--- config.mk ---
export PLATFORM = sky130hd
export DESIGN_NAME = sdram_arbiter
export DESIGN_NICKNAME = d
export VERILOG_FILES = /design/src/rtl/sdram_pkg.sv /design/src/rtl/sdram_req_slot.sv /design/src/rtl/sdram_arbiter.sv
export SDC_FILE = /design/constraint.sdc
export NUM_CORES = 1
export LEC_CHECK = 0
export CORE_ASPECT_RATIO = 0.7
export CORE_MARGIN = 8
export CORE_UTILIZATION = 48
export DETAILED_ROUTE_END_ITERATION = 7
export GPL_TIMING_DRIVEN = 1
export PLACE_DENSITY = 0.8
export SYNTH_ARGS = -nofsm -noshare
export SYNTH_HDL_FRONTEND = slang
export SYNTH_SLANG_ARGS = --single-unit
--- constraint.sdc ---
create_clock -name clk -period 9.8 [get_ports clk]
set_clock_uncertainty 0.05 [all_clocks]
set_input_delay 0.98 -clock clk [delete_from_list [all_inputs] [get_ports clk]]
set_output_delay 0.98 -clock clk [all_outputs]
set_load 0.01 [all_outputs]
--- src/rtl/sdram_pkg.sv ---
// Shared types for the SDRAM arbiter: client port indices, FSM states
// and the command word handed to the SDRAM controller.
package sdram_pkg;

    localparam int SDRAM_ADDR_BITS = 22;
    localparam int SDRAM_PORTS     = 3;

    typedef enum logic [1:0] {
        PORT_PRG = 2'd0,
        PORT_CHR = 2'd1,
        PORT_MCU = 2'd2
    } port_t;

    typedef enum logic [1:0] {
        ST_IDLE,
        ST_ISSUE,
        ST_WAIT
    } state_t;

    typedef struct packed {
        logic                       we;
        logic [SDRAM_ADDR_BITS-1:0] address;
        logic [15:0]                data_write;
        logic [1:0]                 wm;
    } sdram_cmd_t;

endpackage

--- src/rtl/sdram_req_slot.sv ---
// One-deep request slot for a single client port; a new req overwrites
// the held fields and always wins over a same-cycle clear from the arbiter.
module sdram_req_slot
    import sdram_pkg::*;
#(
    parameter int ADDR_BITS = SDRAM_ADDR_BITS
) (
    input  logic                 clk,
    input  logic                 reset,
    input  logic                 req,
    input  logic                 we,
    input  logic [ADDR_BITS-1:0] address,
    input  logic [15:0]          data_write,
    input  logic [1:0]           wm,
    input  logic                 clear,
    output logic                 pending,
    output logic                 cmd_we,
    output logic [ADDR_BITS-1:0] cmd_address,
    output logic [15:0]          cmd_data_write,
    output logic [1:0]           cmd_wm
);

    always_ff @(posedge clk or posedge reset) begin
        if (reset) begin
            pending        <= 1'b0;
            cmd_we         <= 1'b0;
            cmd_address    <= '0;
            cmd_data_write <= '0;
            cmd_wm         <= '0;
        end else if (req) begin
            pending        <= 1'b1;
            cmd_we         <= we;
            cmd_address    <= address;
            cmd_data_write <= data_write;
            cmd_wm         <= wm;
        end else if (clear) begin
            pending        <= 1'b0;
        end
    end

endmodule

--- src/rtl/sdram_arbiter.sv ---
// Three-client SDRAM arbiter: PRG has absolute priority, CHR and MCU share
// round-robin, and a single controller transaction is kept outstanding.
module sdram_arbiter
    import sdram_pkg::*;
#(
    parameter int ADDR_BITS = SDRAM_ADDR_BITS,
    parameter int NPORTS    = SDRAM_PORTS
) (
    input  logic                              clk,
    input  logic                              reset,
    input  logic [NPORTS-1:0]                 cli_req,
    input  logic [NPORTS-1:0]                 cli_we,
    input  logic [NPORTS-1:0][ADDR_BITS-1:0]  cli_address,
    input  logic [NPORTS-1:0][15:0]           cli_data_write,
    input  logic [NPORTS-1:0][1:0]            cli_wm,
    output logic [NPORTS-1:0]                 cli_ack,
    output logic [NPORTS-1:0][15:0]           cli_data_read,
    output logic                              mem_req,
    output logic                              mem_we,
    output logic [ADDR_BITS-1:0]              mem_address,
    output logic [15:0]                       mem_data_write,
    output logic [1:0]                        mem_wm,
    input  logic                              mem_ack,
    input  logic [15:0]                       mem_data_read
);

    state_t     state, next_state;
    port_t      win, grant;
    logic       rr_ptr;
    logic       grant_load;
    sdram_cmd_t cmd_reg;

    logic [NPORTS-1:0]                pending, slot_clear, slot_we;
    logic [NPORTS-1:0][ADDR_BITS-1:0] slot_address;
    logic [NPORTS-1:0][15:0]          slot_data_write;
    logic [NPORTS-1:0][1:0]           slot_wm;

    for (genvar i = 0; i < NPORTS; i++) begin : g_slot
        sdram_req_slot #(.ADDR_BITS(ADDR_BITS)) u_slot (
            .clk            (clk),
            .reset          (reset),
            .req            (cli_req[i]),
            .we             (cli_we[i]),
            .address        (cli_address[i]),
            .data_write     (cli_data_write[i]),
            .wm             (cli_wm[i]),
            .clear          (slot_clear[i]),
            .pending        (pending[i]),
            .cmd_we         (slot_we[i]),
            .cmd_address    (slot_address[i]),
            .cmd_data_write (slot_data_write[i]),
            .cmd_wm         (slot_wm[i])
        );
    end

    // rr_ptr low means CHR is preferred when CHR and MCU are both waiting.
    always_comb begin
        win = PORT_PRG;
        if (pending[0])                   win = PORT_PRG;
        else if (pending[1] && pending[2]) win = rr_ptr ? PORT_MCU : PORT_CHR;
        else if (pending[1])              win = PORT_CHR;
        else if (pending[2])              win = PORT_MCU;
    end

    always_ff @(posedge clk or posedge reset) begin
        if (reset) state <= ST_IDLE;
        else       state <= next_state;
    end

    always_comb begin
        next_state = state;
        mem_req    = 1'b0;
        grant_load = 1'b0;
        slot_clear = '0;
        case (state)
            ST_IDLE: begin
                if (|pending) begin
                    grant_load      = 1'b1;
                    slot_clear[win] = 1'b1;
                    next_state      = ST_ISSUE;
                end
            end
            ST_ISSUE: begin
                mem_req    = 1'b1;
                next_state = ST_WAIT;
            end
            ST_WAIT: begin
                if (mem_ack) next_state = ST_IDLE;
            end
            default: next_state = ST_IDLE;
        endcase
    end

    // Command register only loads in IDLE, so mem fields stay put until the ack.
    always_ff @(posedge clk or posedge reset) begin
        if (reset) begin
            cmd_reg       <= '0;
            grant         <= PORT_PRG;
            rr_ptr        <= 1'b0;
            cli_ack       <= '0;
            cli_data_read <= '0;
        end else begin
            cli_ack <= '0;
            if (grant_load) begin
                cmd_reg.we         <= slot_we[win];
                cmd_reg.address    <= SDRAM_ADDR_BITS'(slot_address[win]);
                cmd_reg.data_write <= slot_data_write[win];
                cmd_reg.wm         <= slot_wm[win];
                grant              <= win;
                if (win != PORT_PRG) rr_ptr <= ~rr_ptr;
            end
            if (state == ST_WAIT && mem_ack) begin
                cli_ack[grant] <= 1'b1;
                if (!cmd_reg.we) cli_data_read[grant] <= mem_data_read;
            end
        end
    end

    assign mem_we         = cmd_reg.we;
    assign mem_address    = ADDR_BITS'(cmd_reg.address);
    assign mem_data_write = cmd_reg.data_write;
    assign mem_wm         = cmd_reg.wm;

endmodule

==> results.ini <==
[logic_synthesis]
syn_area_per_cell_um2 = 14.8
synth.area.top_cells = dfrtp_1 63%, mux2_2 21%, a222oi_1 4.1%
yosysSeqAreaShare = 0.633
synthDistinctLibCells = 31
ys_ff_latch = 223
syn_area_um2 = 8810
syn_inst = 595
synth_top_cell_area_share = 0.633
ys_warn_count = 0
yosys.area.top_type = dfrtp_1
synthFlopType = dfrtp_1
synth_edf_count = 0
async_flop_share = 1.00
synth_fp_nets = 740

[run_status]
violations = design-rule violations
status = complete, but fails checks

[clock_network]
cts_max_level = 1
cts_tree = yes
post_cts.repair.setup_buffers = 0
cts_resized = 0
clock_latency_ps = 490
clk_pin_slew_ps = 70
cts_buffers = 22
postCtsHoldBufs = 0
root_buffer = clkbuf_16
clock-sinks = 223
cts_max_path_buffers = 3

[timing]
hold_viol = 0
finalCriticalPeriod_ps = 2820
setup_ws_ps = 6980
tightest_slew_ps = 1160
setup_tns_ps = 0
max_freq_mhz = 355
relSlewSlack = 0.227
slew_violations = 0
setup_viol_count_final = 0
rsz0062_at_grt = no
min_period_over_period = 0.287

[placed_design]
globalplace.congestion = 0.842
portBuffers = 237
placed_area_um2 = 11300
pre_cts_ws_ps = 6350
numPlacedInstances = 1031
hpwl_um = 16300

[cells_and_area]
mostFrequentLayoutCell = clkdlybuf4s50_1
layout.cells.non_filler = 1070
final_cell_mix = 234 x clkdlybuf4s50_1, 222 x dfrtp_1, 165 x mux2_2
final_layout_size_suffix_gt1_frac = 0.271
seq_area_um2 = 5580
antenna_cells = 0
multi_input_area_um2 = 2990
fillers = 1274
syn2layout_area_growth_pct = 37.1
stdcell_area_um2 = 12100
nets = 964

[route]
firstDrtPassIters = 8
wl_per_cell_um = 22.2
dr_wl_met3_um = 1950
vias = 6052
drt-met1-wl_um = 10100
dr.first_iter.drc_count = 647
drc = 3
vias_per_cell = 5.66
wl_um = 23800
antenna_left = 0
wl_met2_um = 11200
highest_layer = met5

[grt]
grt_pass1_vias = 6757
grt_max_degree = 133
grt_pass1_wl_um = 37300
grt_antenna_before_repair = 1
gr-usage-all-layers = 0.204
grt_overflow = 0

[power_and_ir_drop]
irDropWorstVdd_mv = 0.147
p_comb_frac = 0.314
swShare = 0.303
power.switching_w = 0.000997
pwr-share-seq = 0.405
power.internal_w = 0.00229
static-leakage-power_nw = 5.09
p_clk_frac = 0.282
power.density_nw_per_um2 = 272

[hold_path]
hp-class = flop to flop

[floorplan]
core_area_um2 = 18000
die-area_um2 = 23000
initial_core_util = 0.489
die_w_um = 178
chipHeight_um = 129
row_count = 41
ios = 238

[setup_path]
end_kind = asynchronous set/reset pin
critPathMaxFanout = 132
path_cells = clkdlybuf4s50_1, inv_8, buf_4
required_ps = 10180
crit_slowest_cell = buf_4
crit_path_max_incr_delay_ps = 980
worst_ep_arrival_time_ps = 3200
start_kind = primary input
critPathKind = primary input to asynchronous set/reset pin

[flow_run]
cap_violations = 0

==> per-stage QoR <==
step	power (W)	hold slack, ps	util
6_report	0.00329	457	0.671
3_5_place_dp	0.00238	439	0.626
3_3_place_gp	0.00233	430	0.626
5_1_grt	0.00346	470	0.671
2_1_floorplan	0.00184	414	-
4_1_cts	0.00332	460	0.671
==> per-layer routing <==
layer / vias to the layer above / global-route usage
met2: 269 / 0.332
li1: 2661 / -
met3: 41 / 0.0488
met5: - / 0
met4: 2 / 0.0567
met1: 3079 / 0.272
==> synth_stat cells, types with 3 or more instances <==
cell      instances
a21o_1            3
a21oi_1          36
a222oi_1         36
a32oi_1          10
buf_2            12
buf_4             4
buf_6             7
clkbuf_1         18
dfrtp_1         223
mux2_2          165
mux2_4            5
nand2_1          10
nor2_1           39
o31ai_1           5
==> worst max-delay path: cells and delay by family <==
| kind | cells | cell delay (ps) |
|---|---|---|
| buffers and inverters | 3 | 2110 |
==> state kept, by name, indices dropped and copies added, names as in the netlist <==
| signal | cells |
|---|---|
| g_slot.u_slot.cmd_data_write | 48 |
| mem_we | 1 |
| g_slot.u_slot.pending | 3 |
| rr_ptr | 1 |
| cli_ack | 3 |
| mem_data_write | 16 |
| state | 2 |
| mem_wm | 2 |
| mem_address | 22 |
| g_slot.u_slot.cmd_wm | 6 |
| cli_data_read | 48 |
| g_slot.u_slot.cmd_address | 66 |
| g_slot.u_slot.cmd_we | 3 |
| grant | 2 |
==> power groups by stage <==
stage | Sequential (W) | Clock (W) | Combinational, W
after floorplan | 0.00135 | 0 | 0.000488
after detailed placement | 0.00134 | 0 | 0.00104
after CTS | 0.00133 | 0.000943 | 0.00104
final | 0.00133 | 0.000926 | 0.00103
after global routing | 0.00136 | 0.000983 | 0.00111
after global placement | 0.00133 | 0 | 0.00100
==> path summary, 6_finish.rpt <==
check / startpoint / endpoint / slack (ps) / depth (start not counted)
max: reset / mem_data_write[2] / 6980 / 3
min: cli_data_read[8] / cli_data_read[8] / 460 / 1
max reg2reg: g_slot[0].u_slot.pending / mem_data_write[11] / 7070 / 4
min reg2reg: cli_data_read[8] / cli_data_read[8] / 460 / 1
max in group clk: state[0] / mem_req / 6990 / 2
min in group asynchronous: reset / g_slot[0].u_slot.cmd_address[10] / 1050 / 2
==> cell type report <==
class	instances	share of cell area
sequential	223	0.462
multi-input combinational	329	0.247
timing repair buffer	241	0.198
clock buffer	28	0.0517
tap	236	0.0244
clock inverter	11	0.0154
inverter	2	0.00124
==> cells by family (layout without fill, tap and decap cells) <==
| logic type | count (synthesis) | in the layout | share of synthesized area |
|---|---|---|---|
| simple gates | 67 | 67 | 0.0393 |
| buf+inv | 43 | 282 | 0.0277 |
| xor+xnor | 1 | 1 | 0.000994 |
| compound gates | 90 | 90 | 0.0781 |
| mux | 171 | 171 | 0.221 |
| flops | 223 | 223 | 0.633 |
Power figures use the tool's default switching activity.
